===== config.mk =====
export PLATFORM = sky130hd
export DESIGN_NAME = icache_fill_unit
export DESIGN_NICKNAME = d
export VERILOG_FILES = /design/src/rtl/icache_fill_unit.sv
export SDC_FILE = /design/constraint.sdc
export NUM_CORES = 1
export LEC_CHECK = 0
export CAP_MARGIN = 20
export CORE_MARGIN = 3
export CORE_UTILIZATION = 37
export DETAILED_ROUTE_END_ITERATION = 6
export DONT_BUFFER_PORTS = 1
export PLACE_DENSITY = 0.48
export SLEW_MARGIN = 5
export SYNTH_ARGS = -nofsm -noshare
export SYNTH_HDL_FRONTEND = slang
export SYNTH_SLANG_ARGS = --single-unit

===== constraint.sdc =====
create_clock -name clk -period 3.9 [get_ports clk]
set_clock_uncertainty 0.1 [all_clocks]
set_input_delay 0.195 -clock clk [delete_from_list [all_inputs] [get_ports clk]]
set_output_delay 0.195 -clock clk [all_outputs]
set_load 0.01 [all_outputs]

===== src/rtl/icache_fill_unit.sv =====
// Instruction-cache fill engine: bursts word reads from external memory with a
// bounded number of requests in flight and writes in-order responses into the cache RAM.
module icache_fill_unit #(
  parameter int DATA_WIDTH      = 32,
  parameter int ADDR_WIDTH      = 10,
  parameter int MEM_ADDR_WIDTH  = 32,
  parameter int MAX_OUTSTANDING = 4
) (
  input  logic                      clk,
  input  logic                      rst,
  input  logic                      start,
  input  logic [MEM_ADDR_WIDTH-1:0] base_addr,
  input  logic [ADDR_WIDTH-1:0]     dst_addr,
  input  logic [ADDR_WIDTH:0]       count,
  output logic                      busy,
  output logic                      done,
  output logic                      mem_req_valid,
  input  logic                      mem_req_ready,
  output logic [MEM_ADDR_WIDTH-1:0] mem_req_addr,
  input  logic                      mem_rsp_valid,
  input  logic [DATA_WIDTH-1:0]     mem_rsp_data,
  output logic [ADDR_WIDTH-1:0]     wa,
  output logic                      we,
  output logic [DATA_WIDTH-1:0]     di
);

  localparam int CNT_W = ADDR_WIDTH + 1;
  localparam int OUT_W = $clog2(MAX_OUTSTANDING) + 1;
  localparam logic [OUT_W-1:0] MAX_OUT = OUT_W'(MAX_OUTSTANDING);

  localparam logic [1:0] S_IDLE      = 2'd0;
  localparam logic [1:0] S_FILL      = 2'd1;
  localparam logic [1:0] S_DONE_ZERO = 2'd2;

  logic [1:0]                state_q, state_d;
  logic [MEM_ADDR_WIDTH-1:0] base_q, base_d;
  logic [ADDR_WIDTH-1:0]     dst_q, dst_d;
  logic [CNT_W-1:0]          count_q, count_d;
  logic [CNT_W-1:0]          issued_q, issued_d;
  logic [CNT_W-1:0]          received_q, received_d;
  logic [OUT_W-1:0]          outstanding_q, outstanding_d;
  logic                      done_q, done_d;
  logic                      we_q, we_d;
  logic [ADDR_WIDTH-1:0]     wa_q, wa_d;
  logic [DATA_WIDTH-1:0]     di_q, di_d;

  logic req_fire;
  logic rsp_accept;

  assign busy          = (state_q == S_FILL);
  assign done          = done_q;
  assign mem_req_valid = busy && (issued_q < count_q) && (outstanding_q < MAX_OUT);
  assign mem_req_addr  = base_q + MEM_ADDR_WIDTH'(issued_q);
  assign wa            = wa_q;
  assign we            = we_q;
  assign di            = di_q;

  assign req_fire   = mem_req_valid && mem_req_ready;
  // Responses with nothing in flight belong to an aborted fill and are dropped.
  assign rsp_accept = busy && mem_rsp_valid && (outstanding_q != '0);

  always_comb begin
    state_d       = state_q;
    base_d        = base_q;
    dst_d         = dst_q;
    count_d       = count_q;
    issued_d      = issued_q;
    received_d    = received_q;
    outstanding_d = outstanding_q;
    done_d        = 1'b0;
    we_d          = 1'b0;
    wa_d          = wa_q;
    di_d          = di_q;

    case (state_q)
      S_IDLE: begin
        if (start) begin
          if (count != '0) begin
            base_d        = base_addr;
            dst_d         = dst_addr;
            count_d       = count;
            issued_d      = '0;
            received_d    = '0;
            outstanding_d = '0;
            state_d       = S_FILL;
          end else begin
            done_d  = 1'b1;
            state_d = S_DONE_ZERO;
          end
        end
      end
      S_DONE_ZERO: state_d = S_IDLE;
      S_FILL: begin
        if (req_fire) issued_d = issued_q + CNT_W'(1);
        case ({req_fire, rsp_accept})
          2'b10:   outstanding_d = outstanding_q + OUT_W'(1);
          2'b01:   outstanding_d = outstanding_q - OUT_W'(1);
          default: outstanding_d = outstanding_q;
        endcase
        if (rsp_accept) begin
          we_d       = 1'b1;
          wa_d       = dst_q + received_q[ADDR_WIDTH-1:0];
          di_d       = mem_rsp_data;
          received_d = received_q + CNT_W'(1);
          // The last write and the done pulse land in the same cycle.
          if (received_d == count_q) begin
            done_d  = 1'b1;
            state_d = S_IDLE;
          end
        end
      end
      default: state_d = S_IDLE;
    endcase
  end

  always_ff @(posedge clk) begin
    if (rst) begin
      state_q       <= S_IDLE;
      base_q        <= '0;
      dst_q         <= '0;
      count_q       <= '0;
      issued_q      <= '0;
      received_q    <= '0;
      outstanding_q <= '0;
      done_q        <= 1'b0;
      we_q          <= 1'b0;
      wa_q          <= '0;
      di_q          <= '0;
    end else begin
      state_q       <= state_d;
      base_q        <= base_d;
      dst_q         <= dst_d;
      count_q       <= count_d;
      issued_q      <= issued_d;
      received_q    <= received_d;
      outstanding_q <= outstanding_d;
      done_q        <= done_d;
      we_q          <= we_d;
      wa_q          <= wa_d;
      di_q          <= di_d;
    end
  end

endmodule


# Word-level counts from Yosys, hierarchy flattened
# Cells that the tools add are included.
dict set report totals {
  ram_bits 0
  latchBits 0
  reg_bits 124
  memories 0
  mem_bits_ro 0
  in_bits 90
  word_cells 67
  out_inout_bits 78
}
dict set report op_classes {
  n_reduce_logical 16
  bitwise 1
  add_sub_neg 6
  n_lt_le_gt_ge 2
  shift 0
  multipliers 0
  muxes 21
  div 0
  eq_ne 10
}
# op n
set op_table {}
lappend op_table {{$mux 11} 4}
lappend op_table {{$pmux 11 s2} 2}
lappend op_table {{$add 32x11->32} 1}
lappend op_table {{$add 11x1->11 const B} 2}
lappend op_table {{$pmux 3 s2} 2}
lappend op_table {{$reduce_and 4->1} 3}
lappend op_table {{$eq 11x11->1} 1}
lappend op_table {{$lt 11x11->1} 1}
lappend op_table {{$reduce_bool 11->1} 1}
lappend op_table {{$add 10x10->10} 1}
lappend op_table {{$mux 2} 4}
lappend op_table {{$mux 3} 2}
lappend op_table {{$ne 2x1->1 const B} 3}
lappend op_table {{$reduce_and 3->1} 2}
lappend op_table {{$logic_and 1x1->1} 5}
lappend op_table {{$mux 1} 5}
lappend op_table {{$eq 2x1->1 const B} 2}
lappend op_table {{$ne 2x2->1 const B} 2}
lappend op_table {{$pmux 2 s2} 1}
lappend op_table {{$add 3x1->3 const B} 1}
lappend op_table {{$lt 3x3->1 const B} 1}
lappend op_table {{$ne 3x1->1 const B} 1}
lappend op_table {{$reduce_bool 3->1} 1}
lappend op_table {{$sub 3x1->3 const B} 1}
lappend op_table {{7 further kinds} 7}

# Logic depth before layout (Yosys ltp)
# Gate-level depths: netlist of the first run.
dict set report logic_depth {
  ltp_word 7
  mapped_depth 15
  depth_no_buf 14
}

# Worst setup path after synthesis of the first run
# Ideal clock, no wire load.
dict set report synth_path {
  kind {reg2reg}
  startpoint {reg count_q[8]}
  endpoint {reg outstanding_q[2]}
  setup_slack_ns 1.120
  period_less_slack_ns 2.780
  path_stages_with_launch 14
  setup_ns 0.122
  path_buffers 1
  required_time_ns 3.678
  arrival_time_ns 2.558
  path_cell_list {dfxtp_1 -> inv_1 -> ha_1 -> a21o_1 -> a21oi_1 -> o2111a_1 -> o21ai_1 -> clkbuf_1 -> nand2_1 -> xnor2_1 -> ha_1 -> nor3_1 -> and3_1 -> o311a_1}
}
dict set report synth_via {
  elab_chain_len 7
  word_cells_on_any_way 10
  classes_between {1 x order compare; 3 x eq/ne; 2 x mux; 4 x reduce/logical}
}
# item line
set synth_rtl {}
lappend synth_rtl {{start, declared} 38} ;# logic [CNT_W-1:0] count_q, count_d;
lappend synth_rtl {{start signal, assigned} 133} ;# count_q <= count_d;
lappend synth_rtl {{$lt 11x11->1 (*)} 52} ;# assign mem_req_valid = busy && (issued_q < count_q) && (outstanding_q < MAX_OUT);
lappend synth_rtl {{$logic_and 1x1->1 (*) (2 in a row)} 52}
lappend synth_rtl {{$logic_and 1x1->1 (*)} 58} ;# assign req_fire = mem_req_valid && mem_req_ready;
lappend synth_rtl {{$eq 2x1->1 or $eq 2x2->1 (tied branches)} 95} ;# case ({req_fire, rsp_accept})
lappend synth_rtl {{$pmux 3 s2 or $ne 3x1->1 (tied branches)} --}
lappend synth_rtl {{$pmux 3 s2 or $reduce_and 4->1 (tied branches)} --}
lappend synth_rtl {{end signal, assigned} 136} ;# outstanding_q <= outstanding_d;
lappend synth_rtl {{end, declared} 41} ;# logic [OUT_W-1:0] outstanding_q, outstanding_d;
# Mark *: on every way between the ends. The rest lies on a longest branch, timed or not.
# A chain may end at the register's enable or synchronous reset.

# Worst setup path after layout of the first run
dict set report layout_path {
  startpoint {reg issued_q[0]}
  endpoint {out mem_req_addr[16]}
}
dict set report layout_via {
  elab_chain_len 1
}
# item line
set layout_rtl {}
lappend layout_rtl {{start, declared} 39} ;# logic [CNT_W-1:0] issued_q, issued_d;
lappend layout_rtl {{start signal, assigned} 134} ;# issued_q <= issued_d;
lappend layout_rtl {{$add 32x11->32} 53} ;# assign mem_req_addr = base_q + MEM_ADDR_WIDTH'(issued_q);
lappend layout_rtl {{end, declared} 19} ;# output logic [MEM_ADDR_WIDTH-1:0] mem_req_addr,
# Every way passes these cells.

==> results_dict.tcl, run 1 <==
set metrics [dict create \
    status "finished clean" \
    power.leakage_nw 3.150 \
    final_antenna_net_count 0 \
    diodes 0 \
    drt_pass1_iterations 4 \
    cap_violations 0 \
    p_int_mw 2.350 \
    critPathBufInv 1 \
    yosysTopAreaCell "dfxtp_1" \
    async_flop_share_pct 0 \
    clk_pin_slew_ps 60 \
    cts_root_buffer "clkbuf_16" \
    syn_avg_cell_area_um2 7.838 \
    vias 6037 \
    cp-end-kind "output pin" \
    drt_wl_total_mm 18.97 \
    synth_cell_types 56 \
    wire_per_inst_um 16.72 \
    hold_buffers 86 \
    ys_seq_area_share_pct 38.11 \
    crit_arrival_ps 3140 \
    clkLatencyLatePin_ps 420 \
    required_ps 3610 \
    synth.cell_area_um2 6514 \
    num_rows 47 \
    post-route-period-util_pct 88.20 \
    viasPerCell 5.319 \
    power.clock.fraction_pct 47.9 \
    fillers 1635 \
    clock.fmax_mhz 290.7 \
    max_stage_delay_ps 600 \
    fin_crit_ps 3440 \
    ys_ff_latch 124 \
    p_sw_mw 0.8886 \
    worstPathCellList "ha_1, inv_1, fa_1, nor2b_1, o31ai_1, nor2b_1, o21ai_1, and3_1, xor2_1" \
    grt_pass1_wl_mm 30.95 \
    ctsResizeCount 0 \
    gp_congestion 0.8422 \
    p_seq_share_pct 42.0 \
    powerDensity_nw_per_um2 398.0 \
    pwr-share-comb_pct 10.1 \
    synth_xor_xnor_area_share_pct 7.126 \
    setup_viol 0 \
    cts.sinks 124 \
    synthCells 831 \
    synth-simple-area-share_pct 23.55 \
    synth_compound_area_share_pct 19.21 \
    grt_usage_pct 19.40 \
    start_util_pct 38.59 \
    stdcell_area_um2 8138 \
    synth_common_cells "nand2_1 (214), dfxtp_1 (124), a21oi_1 (117)" \
    crit_slowest_cell "o21ai_1" \
    core_um2 16880 \
    antenna_found_initial 0 \
    post-synth-top-count-cell "nand2_1" \
    cp_max_fo 10 \
    htree_levels 4 \
    critPathKind "reg -> out" \
    switching_share_pct 27.43 \
    port-buffer-count 0 \
    ir_drop_mv 0.3054 \
    die_y_um 138.7 \
    cp-start-kind "flop" \
    cp_common_cell "nor2b_1" \
    drt_iter0_markers 283 \
    cts_inserted_buffers 17 \
    ys_warn_count 0 \
    drive_gt1_share_pct 6.557 \
    synth_flop_cell "dfxtp_1" \
    synth_top_family_by_area "simple AND/OR/NAND/NOR gates" \
    worstHoldPathType "in -> reg" \
    regArea_um2 2482 \
    io_pins 168 \
    tns_ps 0 \
    dpl_cell_area_um2 6683 \
    syn_to_final_growth_pct 24.93 \
    synthTopCellsByArea "dfxtp_1 (38%), nand2_1 (12%), a21oi_1 (9.0%)" \
    syn-num-nets 956 \
    critPathTopFamily "compound AO/OA/AOI/OAI gates" \
    synth-edff-count 0 \
    tritoncts "done" \
    grt_max_degree 103 \
    grt_pass1_vias 6131 \
    hpwl_mm 13.01 \
    drc 0 \
    worst_pin_slew_ps 968.8 \
    slew_headroom_pct 35.19 \
    die_area_um2 19230 \
    synth_fa_ha_area_share_pct 6.954 \
    synth_top_cell_area_share_pct 38.11 \
    rsz0062_at_grt "false" \
    nets 1027 \
    cts_max_path_buffers 2 \
    multi_input_area_um2 3766 \
    overflow 0 \
    synth_mux_area_share_pct 0.7683 \
    die_w_um 138.7 \
    hold_viol_final 0 \
    slew_viol_final 0 \
    postCtsSetupBuffers 0 \
]
[layer usage]
layer | part of all wire [%] | global-route usage (%)
met4 | 1.9 | 6.128
met5 | 0 | 0
met3 | 4.8 | 5.207
met2 | 50 | 34.53
met1 | 44 | 22.75
[cell usage in the layout, fill, tap and decap left out, types with 6 or more instances in the layout]
cell type and instances:
nor2_1 29, a21o_1 6, nand4_1 10, a21oi_1 117, dlygate4sd3_1 85, nor3_1 13
or3_1 6, nand3_1 23, nand2_1 213, xor2_1 23, a211oi_1 10, o2111ai_1 6
and3_1 6, o21ai_0 30, ha_1 33, dfxtp_1 124, inv_6 7, xnor2_1 30
buf_4 8, o21a_1 10, inv_1 24, clkbuf_16 17
[path summary, 6_finish.rpt]
| check | from | endpoint | slack [ps] | depth (start not counted) |
|---|---|---|---|---|
| worst min register to register | count_q[3] | count_q[3] | 360 | 2 |
| worst max register to register | count_q[8] | outstanding_q[2] | 1150 | 12 |
| worst min-delay path | mem_rsp_valid | outstanding_q[2] | 50 | 4 |
| worst max-delay path | issued_q[0] | mem_req_addr[16] | 460 | 9 |
[worst min-delay path, cell delays in order]
cell     delay [ps]
o21ai_0          60
nand2_1          60
nand3_1          80
o311a_1         120
[sequential cells by signal, summed over array words and instances, names as in the netlist, 3 cells and up]
register / flops
dst_q: 10
wa: 10
base_q: 32
issued_q: 11
count_q: 11
outstanding_q: 3
di: 32
received_q: 11
[cell families (layout without fill, tap and decap cells)]
| logic type | after synthesis | in the layout |
|---|---|---|
| AO/OA/AOI/OAI | 208 | 208 |
| XOR/XNOR | 53 | 53 |
| flip-flops | 124 | 124 |
| buffers and inverters | 67 | 151 |
| adder cells (fa/ha/maj) | 35 | 35 |
| multiplexers | 5 | 5 |
| AND/OR/NAND/NOR | 339 | 339 |
[through the flow]
stage | cells | utilization (%) | total power, mW | hold WS [ps] | setup slack [ps]
5_1_grt | 1135 | 48.22 | 3.380 | 69.04 | 136.7
3_3_place_gp | 1017 | 39.60 | 1.617 | 174.7 | 966.1
2_1_floorplan | 831 | - | 1.572 | 231.0 | 1120
4_1_cts | 1135 | 48.22 | 3.275 | 30.20 | 431.4
6_report | 1135 | 48.22 | 3.239 | 51.42 | 460.4
3_5_place_dp | 1017 | 39.60 | 1.624 | 175.5 | 911.8
[power by group through the flow]
stage          registers, mW  clock network (mW)  logic, mW
6_report                1.36                1.55      0.327
3_5_place_dp            1.39                   0      0.236
4_1_cts                 1.36                1.59      0.329
2_1_floorplan           1.37                   0      0.199
5_1_grt                 1.37                1.65      0.364
3_3_place_gp            1.39                   0      0.230
[final cells by class]
class	instances	area share, %
well taps	220	3.383
flip-flops and latches	124	30.50
inverters	25	1.215
multi-input cells	640	46.28
repair buffers	94	11.53
clock inverters	15	1.860
clock buffers	17	5.228
Note: power is estimated with default switching activity, not from simulation.
==> run 2: changes to the inputs <==
--- a/config.mk
+++ b/config.mk
@@ -10,6 +10,7 @@
 export CORE_UTILIZATION = 37
 export DETAILED_ROUTE_END_ITERATION = 6
 export DONT_BUFFER_PORTS = 1
+export MAX_ROUTING_LAYER = met4
 export PLACE_DENSITY = 0.48
 export SLEW_MARGIN = 5
 export SYNTH_ARGS = -nofsm -noshare
==> results_dict.tcl, run 2 (synthesized netlist as in run 1, its figures left out) <==
set metrics [dict create \
    clk_pin_slew_ps 60 \
    wire_per_inst_um 16.66 \
    rsz0062_at_grt "false" \
    power.clock.fraction_pct 47.9 \
    worst_pin_slew_ps 987.8 \
    grt_max_degree 103 \
    ctsResizeCount 0 \
    status "finished clean" \
    switching_share_pct 27.34 \
    syn_to_final_growth_pct 24.93 \
    slew_viol_final 0 \
    post-route-period-util_pct 88.10 \
    cp_max_fo 10 \
    cts_max_path_buffers 2 \
    powerDensity_nw_per_um2 397.5 \
    cp-start-kind "flop" \
    pwr-share-comb_pct 10.1 \
    cap_violations 0 \
    drt_pass1_iterations 5 \
    cts_inserted_buffers 17 \
    ir_drop_mv 0.3063 \
    stdcell_area_um2 8138 \
    cp-end-kind "output pin" \
    final_antenna_net_count 0 \
    tritoncts "done" \
    die_area_um2 19230 \
    vias 6019 \
    grt_usage_pct 19.98 \
    diodes 0 \
    postCtsSetupBuffers 0 \
    fin_crit_ps 3436 \
    required_ps 3610 \
    setup_viol 0 \
    port-buffer-count 0 \
    dpl_cell_area_um2 6683 \
    crit_arrival_ps 3140 \
    drt_wl_total_mm 18.91 \
    nets 1027 \
    tns_ps 0 \
    num_rows 47 \
    die_w_um 138.7 \
    io_pins 168 \
    power.leakage_nw 3.150 \
    hpwl_mm 13.01 \
    cts.sinks 124 \
    core_um2 16880 \
    mostFrequentLayoutCell "nand2_1" \
    gp_congestion 0.8595 \
    critPathKind "reg -> out" \
    viasPerCell 5.303 \
    start_util_pct 38.59 \
    htree_levels 4 \
    p_int_mw 2.350 \
    die_y_um 138.7 \
    hold_viol_final 0 \
    drive_gt1_share_pct 6.557 \
    p_seq_share_pct 42.0 \
    grt_pass1_vias 6130 \
    slew_headroom_pct 33.92 \
    drt_iter0_markers 301 \
    clkLatencyLatePin_ps 420 \
    grt_pass1_wl_mm 30.91 \
    worstHoldPathType "in -> reg" \
    layout_common_cells "nand2_1 (213), dfxtp_1 (124), a21oi_1 (117)" \
    p_sw_mw 0.8842 \
    drc 0 \
    cts_root_buffer "clkbuf_16" \
    clock.fmax_mhz 291.0 \
    overflow 0 \
    antenna_found_initial 0 \
]
[run 2: cell type report]
cell class | count | area [µm²]
well taps | 220 | 275.3
multi-input cells | 640 | 3766
flip-flops and latches | 124 | 2482
repair buffers | 94 | 938.4
fillers | 1635 | 8740
clock inverters | 15 | 151.4
clock buffers | 17 | 425.4
inverters | 25 | 98.84
[run 2: power groups by stage]
| stage | clock network, mW | logic (mW) | registers, mW |
|---|---|---|---|
| after floorplan | 0 | 0.199 | 1.37 |
| after global placement | 0 | 0.230 | 1.39 |
| after detailed placement | 0 | 0.236 | 1.39 |
| after CTS | 1.59 | 0.329 | 1.36 |
| after global routing | 1.65 | 0.364 | 1.37 |
| final | 1.55 | 0.326 | 1.36 |
[run 2: final timing paths]
check                                   start                to  slack, ps  depth (start not counted)
worst min register to register     count_q[3]        count_q[3]        360                          2
worst min-delay path            mem_rsp_valid  outstanding_q[2]         50                          4
worst max-delay path              issued_q[0]  mem_req_addr[16]        460                          9
worst max register to register     count_q[8]  outstanding_q[2]       1160                         12
[run 2: what timing repair did]
action	4_1_cts	5_1_grt
endpoints found under the setup margin	0	0
hold buffers	86	0
endpoints found under the hold margin	103	0
[run 2: per-stage QoR]
| step | hold WS [ps] | instances | power [mW] | util (%) | worst slack (ps) |
|---|---|---|---|---|---|
| final | 46.26 | 1135 | 3.234 | 48.22 | 464.0 |
| after global routing | 69.28 | 1135 | 3.381 | 48.22 | 136.9 |
| after CTS | 30.20 | 1135 | 3.275 | 48.22 | 431.4 |
| after detailed placement | 175.5 | 1017 | 1.624 | 39.60 | 911.8 |
| after global placement | 174.7 | 1017 | 1.617 | 39.60 | 966.1 |
| after floorplan | 231.0 | 831 | 1.572 | - | 1120 |
[run 2: worst max-delay path, cell delays in order, from the launching register on]
cell and delay, ps:
dfxtp_1 460, ha_1 220, inv_1 60, fa_1 410
nor2b_1 170, o31ai_1 100, nor2b_1 160, o21ai_1 600
and3_1 270, xor2_1 280
[run 2: routing by layer]
layer | GRT usage, % | wire [µm] | up-vias
met5 | - | 0 | -
met4 | 6.179 | 374 | 0
met3 | 5.000 | 912 | 29
met2 | 34.48 | 9419 | 152
met1 | 22.92 | 8200 | 2806
li1 | - | - | 3032
==> run 3: changes to the inputs <==
--- a/config.mk
+++ b/config.mk
@@ -5,13 +5,16 @@
 export SDC_FILE = /design/constraint.sdc
 export NUM_CORES = 1
 export LEC_CHECK = 0
+export ABC_AREA = 1
 export CAP_MARGIN = 20
+export CELL_PAD_IN_SITES_DETAIL_PLACEMENT = 1
+export CELL_PAD_IN_SITES_GLOBAL_PLACEMENT = 2
 export CORE_MARGIN = 3
-export CORE_UTILIZATION = 37
+export CORE_UTILIZATION = 35
 export DETAILED_ROUTE_END_ITERATION = 6
 export DONT_BUFFER_PORTS = 1
 export MAX_ROUTING_LAYER = met4
-export PLACE_DENSITY = 0.48
+export PLACE_DENSITY = 0.77
 export SLEW_MARGIN = 5
 export SYNTH_ARGS = -nofsm -noshare
 export SYNTH_HDL_FRONTEND = slang
==> results_dict.tcl, run 3 <==
set metrics [dict create \
    ctsResizeCount 0 \
    post-synth-top-count-cell "nor2_1" \
    synthCells 981 \
    reg2reg_from "received_q[0]" \
    die_area_um2 21490 \
    nets 1184 \
    grt_pass1_vias 6959 \
    gp_congestion 0.8198 \
    yosysTopAreaCell "dfxtp_1" \
    drive_gt1_share_pct 8.955 \
    r2r_cells 15 \
    fillers 2393 \
    core_um2 19080 \
    ir_drop_mv 0.2683 \
    cp_max_fo 4 \
    critPathTopFamily "adder cells" \
    cp-start-kind "flop" \
    crit_slowest_cell "fa_1" \
    ys_warn_count 0 \
    slew_headroom_pct 41.40 \
    synth-edff-count 0 \
    synth_top_cell_area_share_pct 35.88 \
    cap_violations 0 \
    critPathKind "reg -> out" \
    grt_usage_pct 21.74 \
    synthTopCellsByArea "dfxtp_1 (36%), nor2_1 (10%), nand2_1 (8.4%)" \
    ys_seq_area_share_pct 35.88 \
    max_stage_delay_ps 410 \
    grt_max_degree 59 \
    overflow 0 \
    hpwl_mm 16.01 \
    clkLatencyLatePin_ps 420 \
    viasPerCell 5.003 \
    crit_arrival_ps 2710 \
    num_rows 50 \
    antenna_found_initial 1 \
    path_depth 11 \
    synth.cell_area_um2 6919 \
    mostFrequentLayoutCell "nor2_1" \
    hp-start "mem_req_ready" \
    die_w_um 146.6 \
    syn-num-nets 1106 \
    synth_cell_types 48 \
    placedCellCount 1210 \
    drt_iter0_markers 215 \
    cts.sinks 124 \
    hold_viol_final 0 \
    die_y_um 146.6 \
    synth_common_cells "nor2_1 (185), nand2_1 (154), dfxtp_1 (124)" \
    postCtsSetupBuffers 0 \
    syn_to_final_growth_pct 24.34 \
    drc 0 \
    cts_max_path_buffers 2 \
    async_flop_share_pct 0 \
    setup_viol 0 \
    critPathBufInv 1 \
    io_pins 168 \
    powerDensity_nw_per_um2 384.9 \
    final_antenna_net_count 0 \
    drt_pass1_iterations 4 \
    setup_ws_ps 891.1 \
    clock.fmax_mhz 332.3 \
    post-route-period-util_pct 77.15 \
    htree_levels 4 \
    port-buffer-count 0 \
    regArea_um2 2482 \
    power.leakage_nw 3.557 \
    slew_viol_final 0 \
    drt_wl_total_mm 22.40 \
    clk_pin_slew_ps 60 \
    worstHoldPathType "in -> reg" \
    r2r-end "state_q[0]" \
    syn_avg_cell_area_um2 7.053 \
    tritoncts "done" \
    worstPathCellList "ha_1, inv_1, fa_1, o21ai_2, a21oi_2, o21ai_2, nand2_1, nand2_2, nand2_2, nor2_1, xor2_1" \
    start_util_pct 36.26 \
    instances_no_fill 1333 \
    layout_common_cells "nor2_1 (185), nand2_1 (154), dfxtp_1 (124)" \
    wire_per_inst_um 16.81 \
    required_ps 3610 \
    r2r_slack_ps 1180 \
    fin_crit_ps 3009 \
    multi_input_area_um2 3914 \
    rsz0062_at_grt "false" \
    ys_ff_latch 124 \
    post-place-ws_ps 1377 \
    min_path_cells 4 \
    vias 6669 \
    cts_root_buffer "clkbuf_16" \
    grt_pass1_wl_mm 37.00 \
    min_to "outstanding_q[1]" \
    status "finished clean" \
    synth_flop_cell "dfxtp_1" \
    tns_ps 0 \
    cp-end-kind "output pin" \
    worst_pin_slew_ps 877.7 \
    cts_inserted_buffers 17 \
]
[run 3: how the worst max path moves through the flow]
stage | startpoint | to | slack [ps]
after floorplan | issued_q[0] | mem_req_addr[20] | 1620
after global placement | issued_q[0] | mem_req_addr[22] | 1410
after detailed placement | received_q[0] | wa[6] | 1380
after CTS | issued_q[0] | mem_req_addr[22] | 910
after global routing | issued_q[0] | mem_req_addr[22] | 680
final | issued_q[0] | mem_req_addr[20] | 890
[run 3: layer usage]
metal | share of wire, % | vias to the layer above | track usage, %
met4 | 0.99 | 0 | 5.033
met3 | 6.0 | 17 | 5.525
met5 | 0 | - | -
met1 | 46 | 3143 | 26.91
li1 | - | 3375 | -
met2 | 47 | 134 | 35.72
[run 3: cells by family after synthesis]
logic type | count (synthesis) | share of synthesized area (%)
xor+xnor | 42 | 5.316
compound gates | 193 | 15.28
flops | 124 | 35.88
simple gates | 455 | 29.42
buf+inv | 132 | 7.559
fa+ha+maj | 35 | 6.546
[run 3: worst reg2reg max path, delay by kind of cell, from the launching register on]
| kind | cells | cell delay [ps] |
|---|---|---|
| fa+ha+maj | 1 | 340 |
| simple gates | 10 | 960 |
| compound gates | 2 | 100 |
| buf+inv | 2 | 600 |
| flops | 1 | 520 |
[run 3: final cells by class]
cell class / instances / share of cell area (%)
repair buffers: 95 / 11.02
flip-flops and latches: 124 / 28.85
inverters: 96 / 4.247
clock inverters: 15 / 1.629
diodes: 1 / 0.02909
multi-input cells: 725 / 45.49
well taps: 260 / 3.781
clock buffers: 17 / 4.945
[run 3: through the flow]
step / area, µm² / utilization, % / hold slack, ps / total power, mW
floorplan: 6919 / - / 257.2 / 1.624
global placement: 7124 / 37.34 / 168.1 / 1.707
detailed placement: 7124 / 37.34 / 171.0 / 1.709
CTS: 8601 / 45.08 / 18.55 / 3.345
global route: 8603 / 45.09 / 47.73 / 3.467
finish: 8603 / 45.09 / 30.59 / 3.311
[run 3: power breakdown]
| group | switching [mW] | leakage, nW | internal [mW] |
|---|---|---|---|
| registers | 0.0508 | 1.01 | 1.32 |
| clock network | 0.700 | 0.277 | 0.849 |
| logic | 0.236 | 2.27 | 0.157 |
[run 3: repair_timing]
item / CTS / global route
hold endpoints to repair: 118 / 0
hold buffers: 90 / 0
setup endpoints to repair: 0 / 0
